[src/rtl/display_scan_controller_if.sv]
// Bus between a host and the 4-digit display scan controller: load/enable
// controls in, the digit select, anode, nibble and status lines out.
interface display_scan_controller_if;
  logic        en;
  logic        load;
  logic [15:0] din;
  logic        lzb;
  logic [1:0]  stac;
  logic [3:0]  an;
  logic [3:0]  bcd;
  logic        frame;
  logic        pend;

  modport master (
    output en, load, din, lzb,
    input  stac, an, bcd, frame, pend
  );

  modport slave (
    input  en, load, din, lzb,
    output stac, an, bcd, frame, pend
  );
endinterface

[src/rtl/display_scan_controller.sv]
// Time-multiplexed scan of a 4-digit common-anode display. It shows each digit for DIV cycles,
// blanks for DEAD cycles, and double-buffers the BCD word so updates land on frame boundaries.
module display_scan_controller #(
  parameter int unsigned DIV   = 50000,
  parameter int unsigned DEAD  = 2,
  parameter int unsigned CNT_W = 16
) (
  input logic                      CLK,
  input logic                      RST,
  display_scan_controller_if.slave bus
);

  localparam int unsigned DeadW = (DEAD > 1) ? $clog2(DEAD) : 1;

  typedef enum logic {StShow, StBlank} state_e;

  state_e             state_q, state_d;
  logic [CNT_W-1:0]   presc_q, presc_d;
  logic [DeadW-1:0]   dead_q, dead_d;
  logic [1:0]         digit_q, digit_d;
  logic [15:0]        pending_q, pending_d;
  logic [15:0]        active_q, active_d;
  logic               pend_q, pend_d;
  logic [1:0]         stac_q, stac_d;
  logic [3:0]         an_q, an_d;
  logic [3:0]         bcd_q, bcd_d;
  logic               frame_q, frame_d;

  logic               boundary;
  logic               xfer;
  logic [3:0]         nibble;
  logic               lz_blank;

  always_comb begin
    state_d   = state_q;
    presc_d   = presc_q;
    dead_d    = dead_q;
    digit_d   = digit_q;
    boundary  = 1'b0;
    if (!bus.en) begin
      state_d = StShow;
      presc_d = '0;
      dead_d  = '0;
    end else begin
      unique case (state_q)
        StShow: begin
          if (presc_q == CNT_W'(DIV - 1)) begin
            presc_d = '0;
            state_d = StBlank;
          end else begin
            presc_d = presc_q + CNT_W'(1);
          end
        end
        StBlank: begin
          if (dead_q == DeadW'(DEAD - 1)) begin
            dead_d   = '0;
            digit_d  = digit_q + 2'd1;
            state_d  = StShow;
            boundary = (digit_q == 2'd3);
          end else begin
            dead_d = dead_q + DeadW'(1);
          end
        end
        default: state_d = StShow;
      endcase
    end
  end

  // With scanning stopped there is no boundary, so a pending word is taken at once.
  always_comb begin
    xfer      = pend_q && (!bus.en || boundary);
    active_d  = xfer ? pending_q : active_q;
    pending_d = pending_q;
    pend_d    = pend_q;
    if (bus.load) begin
      pending_d = bus.din;
      pend_d    = 1'b1;
    end else if (xfer) begin
      pend_d = 1'b0;
    end
    frame_d = xfer;
  end

  always_comb begin
    nibble   = active_q[3:0];
    lz_blank = 1'b0;
    unique case (digit_q)
      2'd0: nibble = active_q[3:0];
      2'd1: begin
        nibble   = active_q[7:4];
        lz_blank = (active_q[15:4] == 12'h000);
      end
      2'd2: begin
        nibble   = active_q[11:8];
        lz_blank = (active_q[15:8] == 8'h00);
      end
      2'd3: begin
        nibble   = active_q[15:12];
        lz_blank = (active_q[15:12] == 4'h0);
      end
      default: nibble = active_q[3:0];
    endcase
  end

  always_comb begin
    stac_d = digit_q;
    an_d   = 4'b1111;
    bcd_d  = bcd_q;
    if (bus.en && (state_q == StShow)) begin
      bcd_d = nibble;
      if (!(bus.lzb && lz_blank)) begin
        an_d = ~(4'b0001 << digit_q);
      end
    end
  end

  always_ff @(posedge CLK or posedge RST) begin
    if (RST) begin
      state_q   <= StShow;
      presc_q   <= '0;
      dead_q    <= '0;
      digit_q   <= 2'd0;
      pending_q <= 16'h0000;
      active_q  <= 16'h0000;
      pend_q    <= 1'b0;
      stac_q    <= 2'd0;
      an_q      <= 4'b1111;
      bcd_q     <= 4'h0;
      frame_q   <= 1'b0;
    end else begin
      state_q   <= state_d;
      presc_q   <= presc_d;
      dead_q    <= dead_d;
      digit_q   <= digit_d;
      pending_q <= pending_d;
      active_q  <= active_d;
      pend_q    <= pend_d;
      stac_q    <= stac_d;
      an_q      <= an_d;
      bcd_q     <= bcd_d;
      frame_q   <= frame_d;
    end
  end

  assign bus.stac  = stac_q;
  assign bus.an    = an_q;
  assign bus.bcd   = bcd_q;
  assign bus.frame = frame_q;
  assign bus.pend  = pend_q;

endmodule
[src/flat_wrapper.sv]
// flat-port wrapper written by rule: the top's interface ports become plain ports
module display_scan_controller_flat 
#(
  parameter int unsigned DIV   = 50000,
  parameter int unsigned DEAD  = 2,
  parameter int unsigned CNT_W = 16
)
  (CLK, RST, bus_en, bus_load, bus_din, bus_lzb, bus_stac, bus_an, bus_bcd, bus_frame, bus_pend);
  display_scan_controller_if bus_i ();
  input logic CLK;
  input logic RST;
  input wire logic [$bits(bus_i.en)-1:0] bus_en;
  input wire logic [$bits(bus_i.load)-1:0] bus_load;
  input wire logic [$bits(bus_i.din)-1:0] bus_din;
  input wire logic [$bits(bus_i.lzb)-1:0] bus_lzb;
  output wire logic [$bits(bus_i.stac)-1:0] bus_stac;
  output wire logic [$bits(bus_i.an)-1:0] bus_an;
  output wire logic [$bits(bus_i.bcd)-1:0] bus_bcd;
  output wire logic [$bits(bus_i.frame)-1:0] bus_frame;
  output wire logic [$bits(bus_i.pend)-1:0] bus_pend;
  assign bus_i.en = bus_en;
  assign bus_i.load = bus_load;
  assign bus_i.din = bus_din;
  assign bus_i.lzb = bus_lzb;
  assign bus_stac = bus_i.stac;
  assign bus_an = bus_i.an;
  assign bus_bcd = bus_i.bcd;
  assign bus_frame = bus_i.frame;
  assign bus_pend = bus_i.pend;
  display_scan_controller #(.DIV(DIV), .DEAD(DEAD), .CNT_W(CNT_W)) u_core (.CLK(CLK), .RST(RST), .bus(bus_i));
endmodule
[config.mk]
export PLATFORM = sky130hd
export DESIGN_NAME = display_scan_controller_flat
export DESIGN_NICKNAME = d
export VERILOG_FILES = /design/src/rtl/display_scan_controller_if.sv /design/src/rtl/display_scan_controller.sv /design/src/flat_wrapper.sv
export SDC_FILE = /design/constraint.sdc
export NUM_CORES = 1
export LEC_CHECK = 0
export ABC_AREA = 0
export CAP_MARGIN = 20
export CORE_UTILIZATION = 50
export CTS_CLUSTER_SIZE = 10
export DETAILED_ROUTE_END_ITERATION = 7
export PLACE_DENSITY_LB_ADDON = 0.12
export SYNTH_ARGS = -nofsm -noshare
export SYNTH_HDL_FRONTEND = slang
export SYNTH_SLANG_ARGS = --single-unit
[constraint.sdc]
create_clock -name CLK -period 1.8 [get_ports CLK]
set_input_delay 0.36 -clock CLK [delete_from_list [all_inputs] [get_ports CLK]]
set_output_delay 0.36 -clock CLK [all_outputs]
set_load 0.02 [all_outputs]
==> results.yml <==
logic_synthesis:
  ys_top_cells_by_area: "dfrtp_1 (52%), mux2_2 (13%), dfstp_2 (3.7%)"
  ys_top_cells_by_count: "dfrtp_1 (60), mux2_2 (33), nand2_1 (14), a21oi_1 (10), nor4_1 (9)"
  synth_edf_count: 0
  synth_top_area_share_pct: 52.4
  muxShareOfSynthArea_pct: 13.3
  ys_warn_count: 0
  yosysMostFrequentCell: "dfrtp_1"
  synth_flop_cell: "dfrtp_1"
  synth_area_um2: 2860
  syn_nets: 260
  synth_area_per_cell_um2: 12.2
  synth-compound-area-share_pct: 12.1
  yosysTopAreaCell: "dfrtp_1"
  synth-seq-cells: 64
  synth_top_family_by_area: "multiplexers"
  ys_async_sr_fraction_pct: 100
  synth_xor_area_share_pct: 0.917
  synth_fa_ha_area_share_pct: 2.18
  ys_seq_area_share_pct: 56.1
  synthSimpleGateAreaFrac_pct: 12.5
  syn_inst: 234
  yosys.cell_types.count: 45
placed_design:
  portBuffers: 32
  pre_cts_ws_ps: -28.9
  place.gp.congestion: 0.884
  dpl.hpwl_mm: 4.11
layout:
  synthToLayoutAreaGrowth_pct: 26.1
  diodes: 0
  nFillCells: 433
  final_nets: 313
  drive_above_1_share_pct: 27.7
  fin_util_pct: 65.6
pwr:
  p_leak_nw: 1.53
  p_total_w: 0.00325
  vdd_drop_max_mv: 0.607
  power_switching_w: 0.000748
  pwr-share-comb_pct: 11.3
  pwr-share-clk_pct: 37.4
  p_per_area_nw_per_um2: 900
  sw_frac_of_total_pct: 23.0
  p_int_w: 0.00250
  sequentialPowerShare_pct: 51.3
cts:
  htree_levels: 3
  tritoncts: "built"
  path_clk_slew_ps: 70
  clock_latency_ps: 330
  cts.sinks: 64
  numCtsBuffers: 9
  cts_buffer_depth: 2
  clockRootBuffer: "clkbuf_8"
floorplanning:
  fp.coreArea_um2: 5510
  die-area_um2: 6030
  io_pins: 33
  fp-row-count: 27
  die_w_um: 77.7
  die_h_um: 77.7
  initial_core_util_pct: 52.0
sta:
  finalCritPeriodShare_pct: 97.2
  finalClockSkew_ps: 3.76
  final-setup-viol-count: 0
  setup_ws_ps: 50.7
  finalMaxSlewViolations: 0
  slew_headroom_pct: 71.0
  max_freq_mhz: 572
  min_period_ps: 1750
  worstMarginPinSlew_ps: 434
  rsz0062_at_grt: "false"
  hold_viol_final: 0
run:
  cap_violations: 0
worst_setup_path:
  required_ps: 2020
  reg2reg_depth: 5
  cp-start-kind: "register"
  cp-startpoint: "u_core.presc_q[5]"
  cp.arrival_ps: 1970
  cp_max_fo: 10
  r2r_start: "u_core.presc_q[5]"
  cp-end-kind: "register"
  crit_type: "register to register"
  endpoint: "u_core.presc_q[12]"
  reg2reg_slack_ps: 50
  r2r_end: "u_core.presc_q[12]"
grt:
  grt_start_max_net_pins: 33
  antenna_found_initial: 0
  grtUsageTotal_pct: 21.3
  grt-ovfl-total: 0
  grt_pass1_wl_mm: 9.67
  first_global_vias: 1947
worst_hold_path:
  hold_path_class: "primary input to async pin"
drt:
  drt_wl_total_mm: 5.61
  route.detailed.wl_per_inst_um: 15.4
  route.detailed.drc: 0
  drt_iter0_drc: 124
  dr.pass1.iters: 6
  viasPerCell: 5.62
  num_vias: 2046
  drtAntennaViolNets: 0
outcome:
  status: "finished, final reports clean"
==> placed cells by master, fill, tap and decap left out, types with 2 or more instances in the layout <==
| cell | instances |
|---|---|
| buf_12 | 4 |
| a21oi_1 | 10 |
| clkdlybuf4s50_1 | 28 |
| or3_1 | 2 |
| ha_1 | 5 |
| dfstp_2 | 4 |
| a22o_1 | 7 |
| clkbuf_1 | 2 |
| xnor2_1 | 2 |
| buf_4 | 16 |
| o21ai_0 | 8 |
| dfrtp_1 | 59 |
| mux2_2 | 33 |
| and2_1 | 4 |
| clkinv_2 | 2 |
| nor3_1 | 5 |
| a222oi_1 | 4 |
| nand4_1 | 4 |
| o21ai_1 | 8 |
| clkbuf_8 | 11 |
| nand3_1 | 5 |
| dlygate4sd2_1 | 4 |
| nand2_1 | 14 |
| a31oi_1 | 2 |
| nor4_1 | 9 |
| nand2b_1 | 3 |
| inv_1 | 4 |
| nor2b_1 | 2 |
| nor2_1 | 8 |
| o211ai_1 | 2 |
==> worst min-delay path by stage <==
stage	cells past startpoint	endpoint	startpoint	slack, ps
2_1_floorplan	0	u_core.bus.stac[1]	u_core.digit_q[1]	410
3_3_place_gp	2	u_core.bus.bcd[3]	u_core.bus.bcd[3]	470
3_5_place_dp	2	u_core.bus.bcd[3]	u_core.bus.bcd[3]	470
4_1_cts	2	u_core.bus.pend	RST	360
5_1_grt	2	u_core.dead_q	RST	390
6_report	2	u_core.bus.pend	RST	370
==> power groups by stage <==
stage | clock network, W | logic [W] | registers, W
floorplan | 0 | 0.000206 | 0.00169
global placement | 0 | 0.000364 | 0.00169
detailed placement | 0 | 0.000373 | 0.00169
CTS | 0.00126 | 0.000375 | 0.00167
global route | 0.00133 | 0.000403 | 0.00168
finish | 0.00122 | 0.000368 | 0.00167
==> sequential cells by signal (all words and copies together), names as in the netlist <==
name	cells
u_core.presc_q	16
u_core.bus.pend	1
u_core.dead_q	1
u_core.bus.stac	2
u_core.digit_q	2
u_core.active_q	16
u_core.bus.an	4
u_core.bus.frame	1
u_core.state_q	1
u_core.bus.bcd	4
u_core.pending_q	16
==> metrics by stage <==
stage	hold slack (ps)	instance area, um^2	setup TNS (ps)	cells
floorplan	415	2870	0	234
global placement	466	3420	0	348
detailed placement	473	3420	-92.5	348
CTS	362	3610	0	364
global route	391	3610	0	364
finish	365	3610	0	364
==> critical path, stage by stage (launching register included) <==
cell     delay [ps]
dfrtp_1         390
nor4b_2         460
a41o_1          280
buf_4           180
o21ai_1          80
a22o_1          240
==> layout make-up <==
cell class	count	area, um^2	area share, %
Tap cell	72	90.1	2.49
Inverter	5	22.5	0.623
Timing Repair Buffer	52	515	14.3
Clock buffer	13	159	4.40
Clock inverter	3	40.0	1.11
Sequential cell	64	1610	44.5
Multi-Input combinational cell	155	1180	32.6
==> kinds of logic after synthesis <==
family	after synthesis
simple gates	63
fa+ha+maj	5
mux	34
xor+xnor	3
compound gates	50
flops	64
buf+inv	15
==> layer usage <==
metal | vias to the layer above | wire, um | global-route usage, % | part of all wire [%]
met4 | 0 | 72 | 7.36 | 1.3
met3 | 10 | 270 | 6.00 | 4.8
met5 | - | 0 | 0 | 0
met2 | 63 | 2670 | 32.0 | 48
met1 | 1000 | 2590 | 29.5 | 46
li1 | 973 | - | - | -
==> what timing repair did <==
item,in CTS,in global routing
endpoints found under the setup margin,4,2
gates resized for setup,4,2
pin swaps,0,1
hold buffers,0,0
endpoints found under the hold margin,0,0
buffers inserted,0,0
Power figures use the tool's default switching activity.
